## src/rtl/evt_pkg.sv

```systemverilog
// ============================================================================
// evt_pkg : shared types and constants for the change-event logger
// Rev 1.0 : initial release
// ============================================================================
`default_nettype none

package evt_pkg;

  localparam int EVT_WIDTH  = 4;
  localparam int EVT_TS_W   = 16;
  localparam int DROP_CNT_W = 8;

  typedef struct packed {
    logic [EVT_WIDTH-1:0] sig;
    logic [EVT_WIDTH-1:0] mask;
    logic [EVT_TS_W-1:0]  ts;
  } evt_entry_t;

  function automatic logic [DROP_CNT_W-1:0] sat_inc(input logic [DROP_CNT_W-1:0] v);
    return (&v) ? v : v + DROP_CNT_W'(1);
  endfunction

endpackage

`default_nettype wire

```

## src/rtl/evt_change_logger_if.sv

```systemverilog
// ============================================================================
// evt_change_logger_if : monitored inputs, event stream and drop status
// Rev 1.0 : initial release
// ============================================================================
`default_nettype none

interface evt_change_logger_if
  import evt_pkg::*;
#(
  parameter int WIDTH = EVT_WIDTH,
  parameter int TS_W  = EVT_TS_W
);

  logic                  enable;
  logic [WIDTH-1:0]      sig_in;
  logic                  out_valid;
  logic                  out_ready;
  logic [WIDTH-1:0]      out_sig;
  logic [WIDTH-1:0]      out_mask;
  logic [TS_W-1:0]       out_ts;
  logic                  overflow;
  logic [DROP_CNT_W-1:0] drop_cnt;
  logic                  clr_ovf;

  modport master (
    input  enable, sig_in, out_ready, clr_ovf,
    output out_valid, out_sig, out_mask, out_ts, overflow, drop_cnt
  );

  modport slave (
    output enable, sig_in, out_ready, clr_ovf,
    input  out_valid, out_sig, out_mask, out_ts, overflow, drop_cnt
  );

endinterface

`default_nettype wire

```

## src/rtl/evt_fifo.sv

```systemverilog
// ============================================================================
// evt_fifo : first-word-fall-through synchronous FIFO with wrap-bit pointers
// Rev 1.0 : initial release
// ============================================================================
`default_nettype none

module evt_fifo
  import evt_pkg::*;
#(
  parameter type T     = evt_entry_t,
  parameter int  DEPTH = 8
) (
  input  wire  clk,
  input  wire  rst_n,
  input  wire  push,
  input  T     data_in,
  output logic full,
  input  wire  pop,
  output T     data_out,
  output logic empty
);

  localparam int AW = $clog2(DEPTH);

  logic [AW:0] wr_ptr;
  logic [AW:0] rd_ptr;
  T            mem [DEPTH];
  T            held;
  logic        do_push;
  logic        do_pop;

  assign empty   = (wr_ptr == rd_ptr);
  assign full    = ((wr_ptr ^ rd_ptr) == {1'b1, {AW{1'b0}}});
  assign do_pop  = pop & ~empty;
  assign do_push = push & (~full | do_pop);

  always_ff @(posedge clk or negedge rst_n) begin
    if (!rst_n) begin
      wr_ptr <= '0;
      rd_ptr <= '0;
      held   <= '0;
    end else begin
      if (do_push) wr_ptr <= wr_ptr + (AW+1)'(1);
      if (do_pop)  rd_ptr <= rd_ptr + (AW+1)'(1);
      if (!empty)  held   <= mem[rd_ptr[AW-1:0]];
    end
  end

  always_ff @(posedge clk) begin
    if (do_push) mem[wr_ptr[AW-1:0]] <= data_in;
  end

  // An empty FIFO keeps presenting the last head it showed.
  assign data_out = empty ? held : mem[rd_ptr[AW-1:0]];

endmodule

`default_nettype wire

```

## src/rtl/evt_change_logger.sv

```systemverilog
// ============================================================================
// evt_change_logger : logs timestamped bit-change events of a signal bus
// Rev 1.0 : initial release
// ============================================================================
`default_nettype none

module evt_change_logger
  import evt_pkg::*;
#(
  parameter int WIDTH = EVT_WIDTH,
  parameter int TS_W  = EVT_TS_W,
  parameter int DEPTH = 8
) (
  input wire                  clk,
  input wire                  rst_n,
  evt_change_logger_if.master bus
);

  typedef struct packed {
    logic [WIDTH-1:0] sig;
    logic [WIDTH-1:0] mask;
    logic [TS_W-1:0]  ts;
  } entry_t;

  logic [TS_W-1:0]       ts_cnt;
  logic [WIDTH-1:0]      prev;
  logic                  armed;
  logic [WIDTH-1:0]      mask;
  logic                  evt;
  logic                  pop;
  logic                  push;
  logic                  drop;
  logic                  full;
  logic                  empty;
  logic                  ovf_flag;
  logic [DROP_CNT_W-1:0] drop_count;
  entry_t                wr_entry;
  entry_t                head;

  assign mask = bus.sig_in ^ prev;
  assign evt  = armed & bus.enable & (|mask);
  assign pop  = ~empty & bus.out_ready;
  // A same-cycle pop frees the slot, so a full FIFO still accepts the event.
  assign push = evt & (~full | pop);
  assign drop = evt & full & ~pop;

  assign wr_entry = '{sig: bus.sig_in, mask: mask, ts: ts_cnt};

  always_ff @(posedge clk or negedge rst_n) begin
    if (!rst_n) begin
      ts_cnt <= '0;
      prev   <= '0;
      armed  <= 1'b0;
    end else begin
      ts_cnt <= ts_cnt + TS_W'(1);
      prev   <= bus.sig_in;
      armed  <= 1'b1;
    end
  end

  always_ff @(posedge clk or negedge rst_n) begin
    if (!rst_n) begin
      ovf_flag   <= 1'b0;
      drop_count <= '0;
    end else if (drop) begin
      ovf_flag   <= 1'b1;
      drop_count <= bus.clr_ovf ? DROP_CNT_W'(1) : sat_inc(drop_count);
    end else if (bus.clr_ovf) begin
      ovf_flag   <= 1'b0;
      drop_count <= '0;
    end
  end

  evt_fifo #(
    .T     (entry_t),
    .DEPTH (DEPTH)
  ) u_fifo (
    .clk      (clk),
    .rst_n    (rst_n),
    .push     (push),
    .data_in  (wr_entry),
    .full     (full),
    .pop      (pop),
    .data_out (head),
    .empty    (empty)
  );

  assign bus.out_valid = ~empty;
  assign bus.out_sig   = head.sig;
  assign bus.out_mask  = head.mask;
  assign bus.out_ts    = head.ts;
  assign bus.overflow  = ovf_flag;
  assign bus.drop_cnt  = drop_count;

endmodule

`default_nettype wire
```

## src/flat_wrapper.sv

```systemverilog
// flat-port wrapper written by rule: the top's interface ports become plain ports
module evt_change_logger_flat import evt_pkg::*;
#(
  parameter int WIDTH = EVT_WIDTH,
  parameter int TS_W  = EVT_TS_W,
  parameter int DEPTH = 8
)
  (clk, rst_n, bus_enable, bus_sig_in, bus_out_ready, bus_clr_ovf, bus_out_valid, bus_out_sig, bus_out_mask, bus_out_ts, bus_overflow, bus_drop_cnt);
  evt_change_logger_if #(.WIDTH(WIDTH), .TS_W(TS_W)) bus_i ();
  input wire clk;
  input wire rst_n;
  input wire logic [$bits(bus_i.enable)-1:0] bus_enable;
  input wire logic [$bits(bus_i.sig_in)-1:0] bus_sig_in;
  input wire logic [$bits(bus_i.out_ready)-1:0] bus_out_ready;
  input wire logic [$bits(bus_i.clr_ovf)-1:0] bus_clr_ovf;
  output wire logic [$bits(bus_i.out_valid)-1:0] bus_out_valid;
  output wire logic [$bits(bus_i.out_sig)-1:0] bus_out_sig;
  output wire logic [$bits(bus_i.out_mask)-1:0] bus_out_mask;
  output wire logic [$bits(bus_i.out_ts)-1:0] bus_out_ts;
  output wire logic [$bits(bus_i.overflow)-1:0] bus_overflow;
  output wire logic [$bits(bus_i.drop_cnt)-1:0] bus_drop_cnt;
  assign bus_i.enable = bus_enable;
  assign bus_i.sig_in = bus_sig_in;
  assign bus_i.out_ready = bus_out_ready;
  assign bus_i.clr_ovf = bus_clr_ovf;
  assign bus_out_valid = bus_i.out_valid;
  assign bus_out_sig = bus_i.out_sig;
  assign bus_out_mask = bus_i.out_mask;
  assign bus_out_ts = bus_i.out_ts;
  assign bus_overflow = bus_i.overflow;
  assign bus_drop_cnt = bus_i.drop_cnt;
  evt_change_logger #(.WIDTH(WIDTH), .TS_W(TS_W), .DEPTH(DEPTH)) u_core (.clk(clk), .rst_n(rst_n), .bus(bus_i));
endmodule
```

## config.mk

```make
export PLATFORM = sky130hd
export DESIGN_NAME = evt_change_logger_flat
export DESIGN_NICKNAME = d
export VERILOG_FILES = /design/src/rtl/evt_pkg.sv /design/src/rtl/evt_change_logger_if.sv /design/src/rtl/evt_fifo.sv /design/src/rtl/evt_change_logger.sv /design/src/flat_wrapper.sv
export SDC_FILE = /design/constraint.sdc
export NUM_CORES = 1
export LEC_CHECK = 0
export CAP_MARGIN = 20
export CORE_MARGIN = 1
export CORE_UTILIZATION = 62
export CTS_CLUSTER_SIZE = 12
export DETAILED_ROUTE_END_ITERATION = 10
export PLACE_DENSITY_LB_ADDON = 0.08
export RECOVER_POWER = 25
export SETUP_SLACK_MARGIN = 0.3
export SLEW_MARGIN = 20
export SYNTH_ARGS = -nofsm -noshare
export SYNTH_HDL_FRONTEND = slang
export SYNTH_SLANG_ARGS = --single-unit
export TNS_END_PERCENT = 1
```

## constraint.sdc

```tcl
create_clock -name clk -period 8.18 [get_ports clk]
set_clock_uncertainty 0.15 [all_clocks]
set_input_delay 0.818 -clock clk [delete_from_list [all_inputs] [get_ports clk]]
set_output_delay 0.818 -clock clk [all_outputs]
set_load 0.02 [all_outputs]
```

---- Word level (Yosys, flattened, before mapping) ----
Memories as Yosys holds them, arrays and structs flattened.
Cells that the tools add are included.
storage, ports and cells
  bits in read-only memories .............. 0
  memories ................................ 1
  memory bits (writable) .................. 192
  bits in latches ......................... 0
  input bits .............................. 9
  word-level logic and storage cells ...... 46
  output and inout bits ................... 34
  flip-flop bits (word level) ............. 62
operators by class
  div/mod/pow operators ................... 0
  shift-type cells ........................ 0
  magnitude comparators ................... 0
  eq/ne operators ......................... 3
  add/subtract/negate cells ............... 4
  multiply operators ...................... 0
  mux-type cells .......................... 9
  reductions and logical operators ........ 4
  bitwise gates (word level) .............. 15
memories
  name               depth  bits a word  rd ports  clocked after Yosys merged registers in  wr ports  line            RTL
  u_core.u_fifo.mem  8      24           1         0                                        1         evt_fifo.sv:27  T mem [DEPTH];
operator list
  kind                   number
  $mux 8                 4
  $mux 24                1
  $add 16x1->16 const B  1
  $add 4x1->4 const B    2
  $add 8x1->8 const B    1
  $and 1x1->1            8
  $reduce_and 8->1       1
  $xor 4x4->4            2
  $eq 4x4->1             1
  $eq 4x4->1 const B     1
  $mux 1                 4
  $reduce_or 4->1        1
  $not 1->1              3
  $ne 2x2->1 const B     1
  $or 1x1->1             2
  $reduce_and 2->1       1
  $reduce_bool 2->1      1

---- Depth between registers and ports, before layout ----
  depth after elaboration ................. 8
  gate-level depth with buffers ........... 6
  mapped depth without buffers ............ 5

---- By module ----
Synthesis repeated with hierarchy kept, for this count alone.
unflattened totals
  cell total of the unflattened synthesis .. 522
  area total of the unflattened synthesis .. 9,904.5 um^2
modules (own cells, without submodules)
  module             seq. area each (um^2)  cells an instance  area an instance (um^2)  instances
  evt_fifo           6,566.3                405                8,598.2                  1
  evt_change_logger  750.7                  117                1,306.3                  1

---- Worst setup path before layout ----
No wires, ideal clock.
  path type ............................... input to register
  from .................................... in bus_sig_in[2]
  to ...................................... mem u_core.u_fifo.mem[0][0] (netlist bit) (enable)
  data arrival time ....................... 4,166 ps
  setup slack ............................. 3,398 ps
  data required time ...................... 7,564 ps
  setup time .............................. 466 ps
  buffers on the path ..................... 1
  cell stages on the path ................. 5
  path through ............................ xor2_1 -> o41a_1 -> clkbuf_1 -> o21ai_2 -> nor4_1
on the way
  word-level cells in the longest chain between the ends .. 7
RTL lines
  element                       line                     RTL
  from (decl)                   flat_wrapper.sv:13       input wire logic [$bits(bus_i.sig_in)-1:0] bus_sig_in;
  $xor 4x4->4                   evt_change_logger.sv:40  assign mask = bus.sig_in ^ prev;
  $reduce_or 4->1               evt_change_logger.sv:41  assign evt = armed & bus.enable & (|mask);
  $and 1x1->1                   evt_change_logger.sv:41
  $and 1x1->1                   evt_change_logger.sv:44  assign push = evt & (~full | pop);
  $and 1x1->1                   evt_fifo.sv:35           assign do_push = push & (~full | do_pop);
  $mux 1                        evt_fifo.sv:50           if (do_push) mem[wr_ptr[AW-1:0]] <= data_in;
  $mux 1 (not written as such)  evt_fifo.sv:50
  to (decl)                     evt_fifo.sv:27
Every way passes these cells.

---- Worst setup path after layout ----
  from .................................... reg u_core.u_fifo.rd_ptr[0]
  to ...................................... out bus_out_ts[10]
on the way
  word-level cells in the longest chain between the ends .. 2
  elaborated cells on any way between the ends .. 3
  those cells by class .................... eq/ne: 1; mux: 1; memory: 1
RTL lines
  element                                     line                RTL
  from (decl)                                 evt_fifo.sv:26      logic [AW:0] rd_ptr;
  from (signal assigned)                      evt_fifo.sv:44      if (do_pop) rd_ptr <= rd_ptr + (AW+1)'(1);
  $mem_v2 8x24 or $eq 4x4->1 (tied branches)  -
  $mux 24 (*)                                 -
  to (decl)                                   flat_wrapper.sv:19  output wire logic [$bits(bus_i.out_ts)-1:0] bus_out_ts;
Every way passes the cells marked *; elsewhere a longest branch is shown, timed or not.

==> impl_metrics.toml <==
[sta]
rsz0062_at_grt = "false"
hold_viol_final = 0
finalSetupViolCount = 0
fin_ws_ns = 3.20
layout_min_cycle_time_ns = 4.98
tightest_slew_ns = 0.958
tns_ns = 0
fmaxAchievable_mhz = 201
relSlewSlack = 0.357
drv_slew = 0
period_share = 0.608

[worst_hold_path]
hold_depth = 2
hold_path_class = "register to register"
min_delay_worst_endpoint = "u_core.u_fifo.held[6]"
hold_start = "u_core.u_fifo.held[6]"

[final_layout]
final_area_mm2 = 0.0114
instances_no_fill = 823
diodes = 0
nets = 606
multiInputGateArea_mm2 = 0.00250
area_growth_syn_to_layout_pct = 14.9
seq_area_mm2 = 0.00732
layout_commonest_cell = "edfxtp_1"
fill_cells = 959
drive_gt1_frac = 0.172
final_cell_mix = "edfxtp_1 (192), dfrtp_1 (60), mux4_2 (48)"

[global_route]
grt.overflow.total = 0
grt_max_degree = 63
antenna_found_initial = 0
grt_pass1_wl_um = 28900
grt_usage = 0.239
grt_pass1_vias = 5161

[clock_network]
clkLatencyLatePin_ns = 0.51
h-tree-depth = 1
cts_buffer_depth = 3
tritoncts = "yes"
clock_sinks = 254
post-cts-setup-buffers = 0
hold_buffers = 0
cts_buffers = 26
path_clk_slew_ns = 0.06
cts_resized = 0
cts-root-buf = "clkbuf_16"

[setup_path]
r2r_start = "u_core.u_fifo.rd_ptr[0]"
crit_fanout = 52
start_kind = "register"
critPathCaptureType = "primary output"
r2r_cells = 6
crit-reg2reg-capture = "u_core.u_fifo.mem[4][20]"
crit_type = "register to primary output"
required_ns = 7.21
r2r_slack_ns = 4.75
arrival_ns = 4.01

[placed_design]
dpl-instance-area_mm2 = 0.0106
dp_worst_setup_slack_ns = 3.33
gp_congestion = 0.790
port_buffers = 42
dp_cells = 776
dp_hpwl_um = 10100

[die]
die-area_mm2 = 0.0165
rows = 45
die_h_um = 128
initial_core_util = 0.643
die_w_um = 128
ios = 43
coreArea_mm2 = 0.0154

[logic_synthesis]
ys_ff_latch = 254
yosysSeqAreaShare = 0.738
yosys.area.top_type = "edfxtp_1"
avgSynthCellArea_um2 = 18.5
syn_area_mm2 = 0.00991
synthTopCellsByArea = "edfxtp_1 (58%), dfrtp_1 (16%), mux4_2 (11%), mux2i_1 (2.5%), xor2_1 (1.3%)"
yosysWarningCount = 0
synthesis.nets = 550
yosysUniqueCellTypes = 41
netlist.area_leader.share = 0.582
syn_inst = 537

[drt]
ant_nets = 0
num_vias = 4906
wirelength_um = 18300
drtIter0Drc = 334
drcViolationCount = 0
drtPass1Iterations = 4
wire_per_inst_um = 22.2
routed_via_density = 5.96

[power_and_ir_drop]
power.density_mw_per_mm2 = 342
p_leak_nw = 4.08
peakVddDrop_mv = 0.295

[job]
cap_violations = 0

[status]
status = "complete, no violations"
==> report_power, final <==
| part | internal [mW] | leakage (nW) | switching [mW] |
|---|---|---|---|
| Clock | 0.612 | 0.363 | 0.446 |
| Sequential | 1.54 | 2.66 | 0.0585 |
| Combinational | 0.540 | 1.06 | 0.707 |
==> metrics by stage <==
stage | hold WS (ns) | total power, mW | util
floorplan | 0.348 | 2.42 | -
global placement | 0.321 | 2.85 | 0.689
detailed placement | 0.328 | 2.88 | 0.689
CTS | 0.342 | 3.94 | 0.738
global route | 0.351 | 4.08 | 0.738
finish | 0.336 | 3.90 | 0.738
==> worst max-delay path: stages (launching register included) <==
cell	delay [ns]
dfrtp_4	0.40
buf_6	0.56
xor2_1	0.27
nor4_4	0.90
buf_4	0.44
nand2_1	0.08
o21ai_0	0.12
clkdlybuf4s50_1	0.67
==> routing by layer <==
| layer | global-route usage | share of wire |
|---|---|---|
| met5 | 0 | 0 |
| met4 | 0.0747 | 0.024 |
| met3 | 0.0333 | 0.040 |
| met2 | 0.402 | 0.50 |
| met1 | 0.330 | 0.44 |
==> worst max path at each step <==
stage | start | to | cells past startpoint
final | u_core.u_fifo.rd_ptr[0] | bus_out_ts[10] | 7
after global routing | u_core.u_fifo.rd_ptr[0] | bus_out_ts[9] | 7
after CTS | u_core.u_fifo.rd_ptr[0] | bus_out_ts[10] | 7
after detailed placement | u_core.u_fifo.rd_ptr[0] | bus_out_ts[5] | 7
after global placement | u_core.u_fifo.rd_ptr[0] | bus_out_ts[6] | 7
after floorplan | bus_sig_in[2] | u_core.u_fifo.mem[0][0] | 5
==> layout make-up <==
cell class	instances	share of cell area
Sequential cell	254	0.643
Clock inverter	3	0.00154
Tap cell	211	0.0232
Inverter	7	0.00231
Timing Repair Buffer	55	0.0454
Clock buffer	44	0.0649
Multi-Input combinational cell	249	0.220
==> kinds of logic after synthesis <==
kind of cell,synth area share
buffers and inverters,0.0148
AOI/OAI and AO/OA,0.0249
DFF,0.738
xor gates and xnor gates,0.0256
and+or+nand+nor,0.0501
muxes,0.141
other,0.000378
adders and majority gates,0.00505
==> flip-flops by register name, summed over array words and instances, names as in the netlist <==
register              flops
u_core.bus.drop_cnt       8
u_core.prev               4
u_core.u_fifo.held       24
u_core.ts_cnt            16
u_core.u_fifo.rd_ptr      4
u_core.u_fifo.wr_ptr      4
u_core.bus.overflow       1
u_core.armed              1
u_core.u_fifo.mem       192
==> cells in the mapped netlist, drive strengths merged <==
master	n
ha	4
nor4b	2
and2	2
xor2	15
xnor2	14
or2	1
nor2b	3
nor3	7
conb	1
nand3	9
mux2	6
or3	1
edfxtp	192
o211ai	4
buf	9
o41a	1
and4	1
nand2b	6
o21ai	27
dfrtp	62
nand2	33
o2111ai	2
nor2	14
a311oi	2
nand4	5
mux2i	25
and3	3
nor4	9
o221ai	1
clkbuf	18
mux4	48
a41oi	2
inv	7
a21oi	1
Note: power is estimated with default switching activity, not from simulation.
